### config.mk
export PLATFORM = sky130hd
export DESIGN_NAME = rgst_serial_tx
export DESIGN_NICKNAME = d
export VERILOG_FILES = /design/src/rtl/rgst_serial_tx_pkg.sv /design/src/rtl/rgst_serial_tx_bit_timer.sv /design/src/rtl/rgst_serial_tx.sv
export SDC_FILE = /design/constraint.sdc
export NUM_CORES = 1
export LEC_CHECK = 0
export ABC_AREA = 1
export ABC_CLOCK_PERIOD_IN_PS = 1600
export CORE_MARGIN = 2
export CORE_UTILIZATION = 50
export CTS_CLUSTER_SIZE = 20
export DETAILED_ROUTE_END_ITERATION = 8
export PLACE_DENSITY_LB_ADDON = 0.3
export SETUP_SLACK_MARGIN = 0.2
export SLEW_MARGIN = 20
export SYNTH_ARGS = -nofsm -noshare
export SYNTH_HDL_FRONTEND = slang
export SYNTH_SLANG_ARGS = --single-unit
### constraint.sdc
create_clock -name clk -period 1.6 [get_ports clk]
set_input_delay 0.32 -clock clk [delete_from_list [all_inputs] [get_ports clk]]
set_output_delay 0.32 -clock clk [all_outputs]
set_load 0.1 [all_outputs]
### src/rtl/rgst_serial_tx_pkg.sv
// ---------------------------------------------------------------------------
// rgst_serial_tx_pkg
// Shared definitions for the register-unload serial transmitter:
//   - tx_state_t       : frame FSM state encoding (IDLE/START/DATA/STOP)
//   - DEFAULT_N        : default link word width
//   - DEFAULT_CLKS_PER_BIT : default bit period in clk cycles
//   - cnt_width()      : counter width helper, never narrower than 1 bit
// No ports (package).
// ---------------------------------------------------------------------------
package rgst_serial_tx_pkg;

    typedef enum logic [1:0] {
        IDLE  = 2'd0,
        START = 2'd1,
        DATA  = 2'd2,
        STOP  = 2'd3
    } tx_state_t;

    localparam int DEFAULT_N            = 16;
    localparam int DEFAULT_CLKS_PER_BIT = 4;

    // Width of a counter spanning 0..span-1; a span of 1 still needs one bit.
    function automatic int cnt_width(input int span);
        if (span > 1) begin
            return $clog2(span);
        end else begin
            return 1;
        end
    endfunction

endpackage

### src/rtl/rgst_serial_tx_bit_timer.sv
// ---------------------------------------------------------------------------
// rgst_serial_tx_bit_timer
// Modulo-CLKS_PER_BIT counter that marks the last clk cycle of each serial
// bit period.
// Ports:
//   clk   in  system clock
//   rst   in  asynchronous active-high reset
//   clear in  hold the count at 0 (asserted while the transmitter is idle)
//   tick  out high on the last cycle of a bit period
// ---------------------------------------------------------------------------
module rgst_serial_tx_bit_timer
    import rgst_serial_tx_pkg::*;
#(
    parameter int CLKS_PER_BIT = DEFAULT_CLKS_PER_BIT
) (
    input  logic clk,
    input  logic rst,
    input  logic clear,
    output logic tick
);

    localparam int              CW   = cnt_width(CLKS_PER_BIT);
    localparam logic [CW-1:0]   LAST = CW'(CLKS_PER_BIT - 1);

    logic [CW-1:0] cnt;

    // Suppressed while cleared so the first bit after acceptance gets a full period.
    assign tick = !clear && (cnt == LAST);

    // Cycle counter within the current bit period; wraps after the last cycle.
    always_ff @(posedge clk or posedge rst) begin
        if (rst) begin
            cnt <= {CW{1'b0}};
        end else if (clear || tick) begin
            cnt <= {CW{1'b0}};
        end else begin
            cnt <= cnt + CW'(1'b1);
        end
    end

endmodule

### src/rtl/rgst_serial_tx.sv
// ---------------------------------------------------------------------------
// rgst_serial_tx
// Transmit side of the register-unload link. Takes one N-bit word through a
// valid/ready handshake and sends it as: start bit (0), N data bits LSB
// first, stop bit (1). Each bit is held for CLKS_PER_BIT clk cycles.
// Ports:
//   clk       in   system clock, posedge
//   rst       in   asynchronous active-high reset (aborts any frame)
//   din       in   [N] word to send, sampled only on the accepting edge
//   din_valid in   producer offers a word
//   din_ready out  high while idle
//   tx        out  serial line, registered, idles high
//   busy      out  frame in progress
//   done      out  one-cycle pulse in the first idle cycle after the stop bit
// ---------------------------------------------------------------------------
module rgst_serial_tx
    import rgst_serial_tx_pkg::*;
#(
    parameter int N            = DEFAULT_N,
    parameter int CLKS_PER_BIT = DEFAULT_CLKS_PER_BIT
) (
    input  logic         clk,
    input  logic         rst,
    input  logic [N-1:0] din,
    input  logic         din_valid,
    output logic         din_ready,
    output logic         tx,
    output logic         busy,
    output logic         done
);

    localparam int            BW       = cnt_width(N);
    localparam logic [BW-1:0] LAST_BIT = BW'(N - 1);

    tx_state_t      state;
    logic [BW-1:0]  bit_idx;
    logic [N-1:0]   shreg;
    logic [N-1:0]   shreg_shift;
    logic [N-1:0]   shreg_d;
    logic           shreg_en;
    logic           tick;
    logic           accept;
    logic           last_bit;

    assign din_ready   = (state == IDLE);
    assign busy        = (state != IDLE);
    assign accept      = (state == IDLE) && din_valid;
    assign last_bit    = (bit_idx == LAST_BIT);
    // Next word view once the current data bit has been sent; bit 0 is the next tx value.
    assign shreg_shift = shreg >> 1;

    rgst_serial_tx_bit_timer #(
        .CLKS_PER_BIT (CLKS_PER_BIT)
    ) u_bit_timer (
        .clk   (clk),
        .rst   (rst),
        .clear (state == IDLE),
        .tick  (tick)
    );

    // Shift register next value: load on acceptance, shift after each non-final data bit.
    always_comb begin
        shreg_en = 1'b0;
        shreg_d  = shreg;
        if (accept) begin
            shreg_en = 1'b1;
            shreg_d  = din;
        end else if ((state == DATA) && tick && !last_bit) begin
            shreg_en = 1'b1;
            shreg_d  = shreg_shift;
        end else begin
            shreg_en = 1'b0;
            shreg_d  = shreg;
        end
    end

    // Enable-gated shift/load register holding the word being sent.
    always_ff @(posedge clk or posedge rst) begin
        if (rst) begin
            shreg <= {N{1'b0}};
        end else if (shreg_en) begin
            shreg <= shreg_d;
        end
    end

    // Frame FSM; tx and done are registered so the line never glitches.
    always_ff @(posedge clk or posedge rst) begin
        if (rst) begin
            state   <= IDLE;
            tx      <= 1'b1;
            done    <= 1'b0;
            bit_idx <= {BW{1'b0}};
        end else begin
            done <= 1'b0;
            case (state)
                IDLE: begin
                    if (din_valid) begin
                        state   <= START;
                        tx      <= 1'b0;
                        bit_idx <= {BW{1'b0}};
                    end else begin
                        tx <= 1'b1;
                    end
                end
                START: begin
                    if (tick) begin
                        state   <= DATA;
                        tx      <= shreg[0];
                        bit_idx <= {BW{1'b0}};
                    end
                end
                DATA: begin
                    if (tick) begin
                        if (last_bit) begin
                            state <= STOP;
                            tx    <= 1'b1;
                        end else begin
                            bit_idx <= bit_idx + BW'(1'b1);
                            tx      <= shreg_shift[0];
                        end
                    end
                end
                STOP: begin
                    if (tick) begin
                        state <= IDLE;
                        tx    <= 1'b1;
                        done  <= 1'b1;
                    end
                end
                default: begin
                    state <= IDLE;
                    tx    <= 1'b1;
                end
            endcase
        end
    end

endmodule

==> flow_summary.yaml, run 1 <==
status:
  status: "complete, no violations"
floorplan:
  io_pins: 23
  die_w_um: 60.7
  fp-row-count: 20
  start_util: 0.527
  coreArea_um2: 3050
  die-height_um: 60.7
  dieArea_um2: 3690
routing:
  drc: 0
  drt_first_pass_iters: 4
  num_vias: 1376
  viasPerCell: 4.95
  wl_per_cell_um: 13.3
  ant_nets: 0
  wirelength_um: 3700
  drtIter0Drc: 58
worst_setup_path:
  arrival_ns: 1.27
  regToRegEndpoint: "shreg[7]"
  end_kind: "primary output"
  r2r_start: "state[1]"
  worst_setup_path_start_kind: "flop"
  critPathLaunch: "state[1]"
  path_class: "reg -> out"
  r2r_setup_slack_ns: 0.06
  crit_fanout: 4
  critPathRequiredTime_ns: 1.28
  worstSetupEndpoint: "busy"
  r2r_cells: 8
global_routing:
  grtUsageMet3: 0.0256
  grt.overflow.total: 0
  grtUsageTotal: 0.213
  grt_max_degree: 29
  grt_pass1_wl_um: 5830
  met1_usage: 0.263
  antenna_found_initial: 0
  grt_pass1_vias: 1308
  met2_usage: 0.389
  grt.busiest_layer: "met2"
clock_tree:
  cts.sinks: 26
  clock_latency_ns: 0.33
  numCtsBuffers: 3
  cts_tree: "yes"
  root_buffer: "clkbuf_4"
  cts_htree_levels: 1
  cts.clk_slew.worst_paths_ns: 0.14
  clk_path_buf_depth: 2
finish:
  drive_gt1_frac: 0.333
  areaGrowthSynthToFinish_pct: 40.0
  layout.cells.non_filler: 278
  utilization: 0.738
  fillerInstances: 228
  layout.nets: 262
  final_common_cell: "nand2_1"
  diodes: 0
  final_cell_mix: "56 x nand2_1, 25 x dfrtp_1, 21 x inv_1"
sta:
  clock.fmax_ghz: 0.627
  slew_viol_final: 0
  worst_pin_slew_ns: 0.342
  finalSetupViolCount: 0
  worst_slack_ns: 0.00547
  period_share: 0.997
  rsz0062_at_grt: "yes"
  skew_ns: 0.00858
  period_minus_slack_ns: 1.59
  hold_slack_ns: 0.326
  slew_headroom: 0.772
  final_hold_viol_count: 0
flow_run:
  cap_violations: 0
yosys:
  avgSynthCellArea_um2: 8.38
  yosys.area.top_type_share: 0.389
  synthCells: 192
  synth_cell_types: 27
  ys_ff_latch: 26
  ys_warn_count: 0
  yosysTopAreaCell: "dfrtp_1"
  syn_nets: 219
  syn_area_um2: 1610
  ys_seq_area_frac: 0.405
  synthTopCellsByArea: "dfrtp_1 39%, nand2_1 15%, o21ai_2 6.5%, inv_1 6.3%, ha_1 6.2%"
placement:
  preCtsSetupSlack_ns: -0.00712
  hpwl_um: 2260
  place_congestion: 0.883
  numPortBuffers: 22
  dpl.cell_count: 256
power:
  power_w: 0.00424
  vdd_ir_drop_max_uv: 1790
  p_leak_nw: 1.05
  power_density_nw_per_um2: 1880
min_path:
  worstHoldPathType: "in -> async"
[power by group]
part | switching (W) | total (W) | internal, W
Sequential | 0.000124 | 0.00103 | 0.000909
Combinational | 0.00174 | 0.00291 | 0.00118
Clock | 0.000197 | 0.000295 | 0.0000978
[state kept, by name, summed over array words and instances, names as in the netlist]
name and count:
tx 1, shreg 16, done 1, state 2, u_bit_timer.cnt 2, bit_idx 4
[cell families after synthesis]
family | after synthesis | synth area share
compound gates | 27 | 0.123
xor+xnor | 1 | 0.00544
fa+ha+maj | 8 | 0.0622
buf+inv | 33 | 0.118
flops | 26 | 0.405
simple gates | 97 | 0.286
[metal layers]
metal  share of wire  vias to the layer above
met1            0.41                      649
met3           0.032                        4
met5               0                        -
li1                -                      696
met4           0.012                        0
met2            0.55                       27
[critical path, stage by stage (launching register included)]
cell and delay [ns]:
dfrtp_1 0.42, inv_2 0.09, ha_4 0.17, clkinvlp_4 0.10, buf_12 0.17
[cell usage after synthesis (all sizes together)]
| library cell | count |
|---|---|
| o21ai | 24 |
| nand2 | 69 |
| xnor2 | 1 |
| dfstp | 1 |
| dfrtp | 25 |
| buf | 5 |
| ha | 8 |
| a21boi | 1 |
| inv | 28 |
| nor3 | 1 |
| nor3b | 1 |
| nand3 | 13 |
| nor2 | 9 |
| a21oi | 2 |
| nand4 | 4 |
[cell type report]
cell class | count | area (um^2) | area share
Inverter | 28 | 135 | 0.0600
Clock buffer | 4 | 26.3 | 0.0117
Sequential cell | 26 | 652 | 0.289
Multi-Input combinational cell | 136 | 978 | 0.434
Timing Repair Buffer | 40 | 407 | 0.180
Tap cell | 44 | 55.1 | 0.0244
[stage by stage]
stage | TNS [ns] | area [um^2]
floorplan | -4.10 | 1650
global placement | 0 | 1900
detailed placement | -0.0217 | 1900
CTS | 0 | 2080
global route | -0.270 | 2250
finish | 0 | 2250
[how the worst min path moves through the flow]
stage | startpoint | endpoint | slack, ns
2_1_floorplan | rst | bit_idx[0] | 0.36
3_3_place_gp | u_bit_timer.cnt[0] | u_bit_timer.cnt[0] | 0.43
3_5_place_dp | u_bit_timer.cnt[0] | u_bit_timer.cnt[0] | 0.44
4_1_cts | rst | shreg[7] | 0.34
5_1_grt | rst | shreg[7] | 0.38
6_report | rst | shreg[7] | 0.33
[timing repair]
item                                    4_1_cts  5_1_grt
pin swaps                                     2        9
hold buffers                                  0        0
setup buffers                                 8        7
cloned                                        2        1
gates resized for setup                      13       25
endpoints found under the setup margin       26       26
No activity file was read; power rests on OpenSTA's default activity.
==> inputs of run 2 (changes only) <==
--- a/config.mk
+++ b/config.mk
@@ -13,7 +13,7 @@
 export DETAILED_ROUTE_END_ITERATION = 8
 export PLACE_DENSITY_LB_ADDON = 0.3
 export SETUP_SLACK_MARGIN = 0.2
-export SLEW_MARGIN = 20
+export SKIP_LAST_GASP = 1
 export SYNTH_ARGS = -nofsm -noshare
 export SYNTH_HDL_FRONTEND = slang
 export SYNTH_SLANG_ARGS = --single-unit
==> results of run 2 <==
Final layout, timing and power as in run 1 (identical DEF).
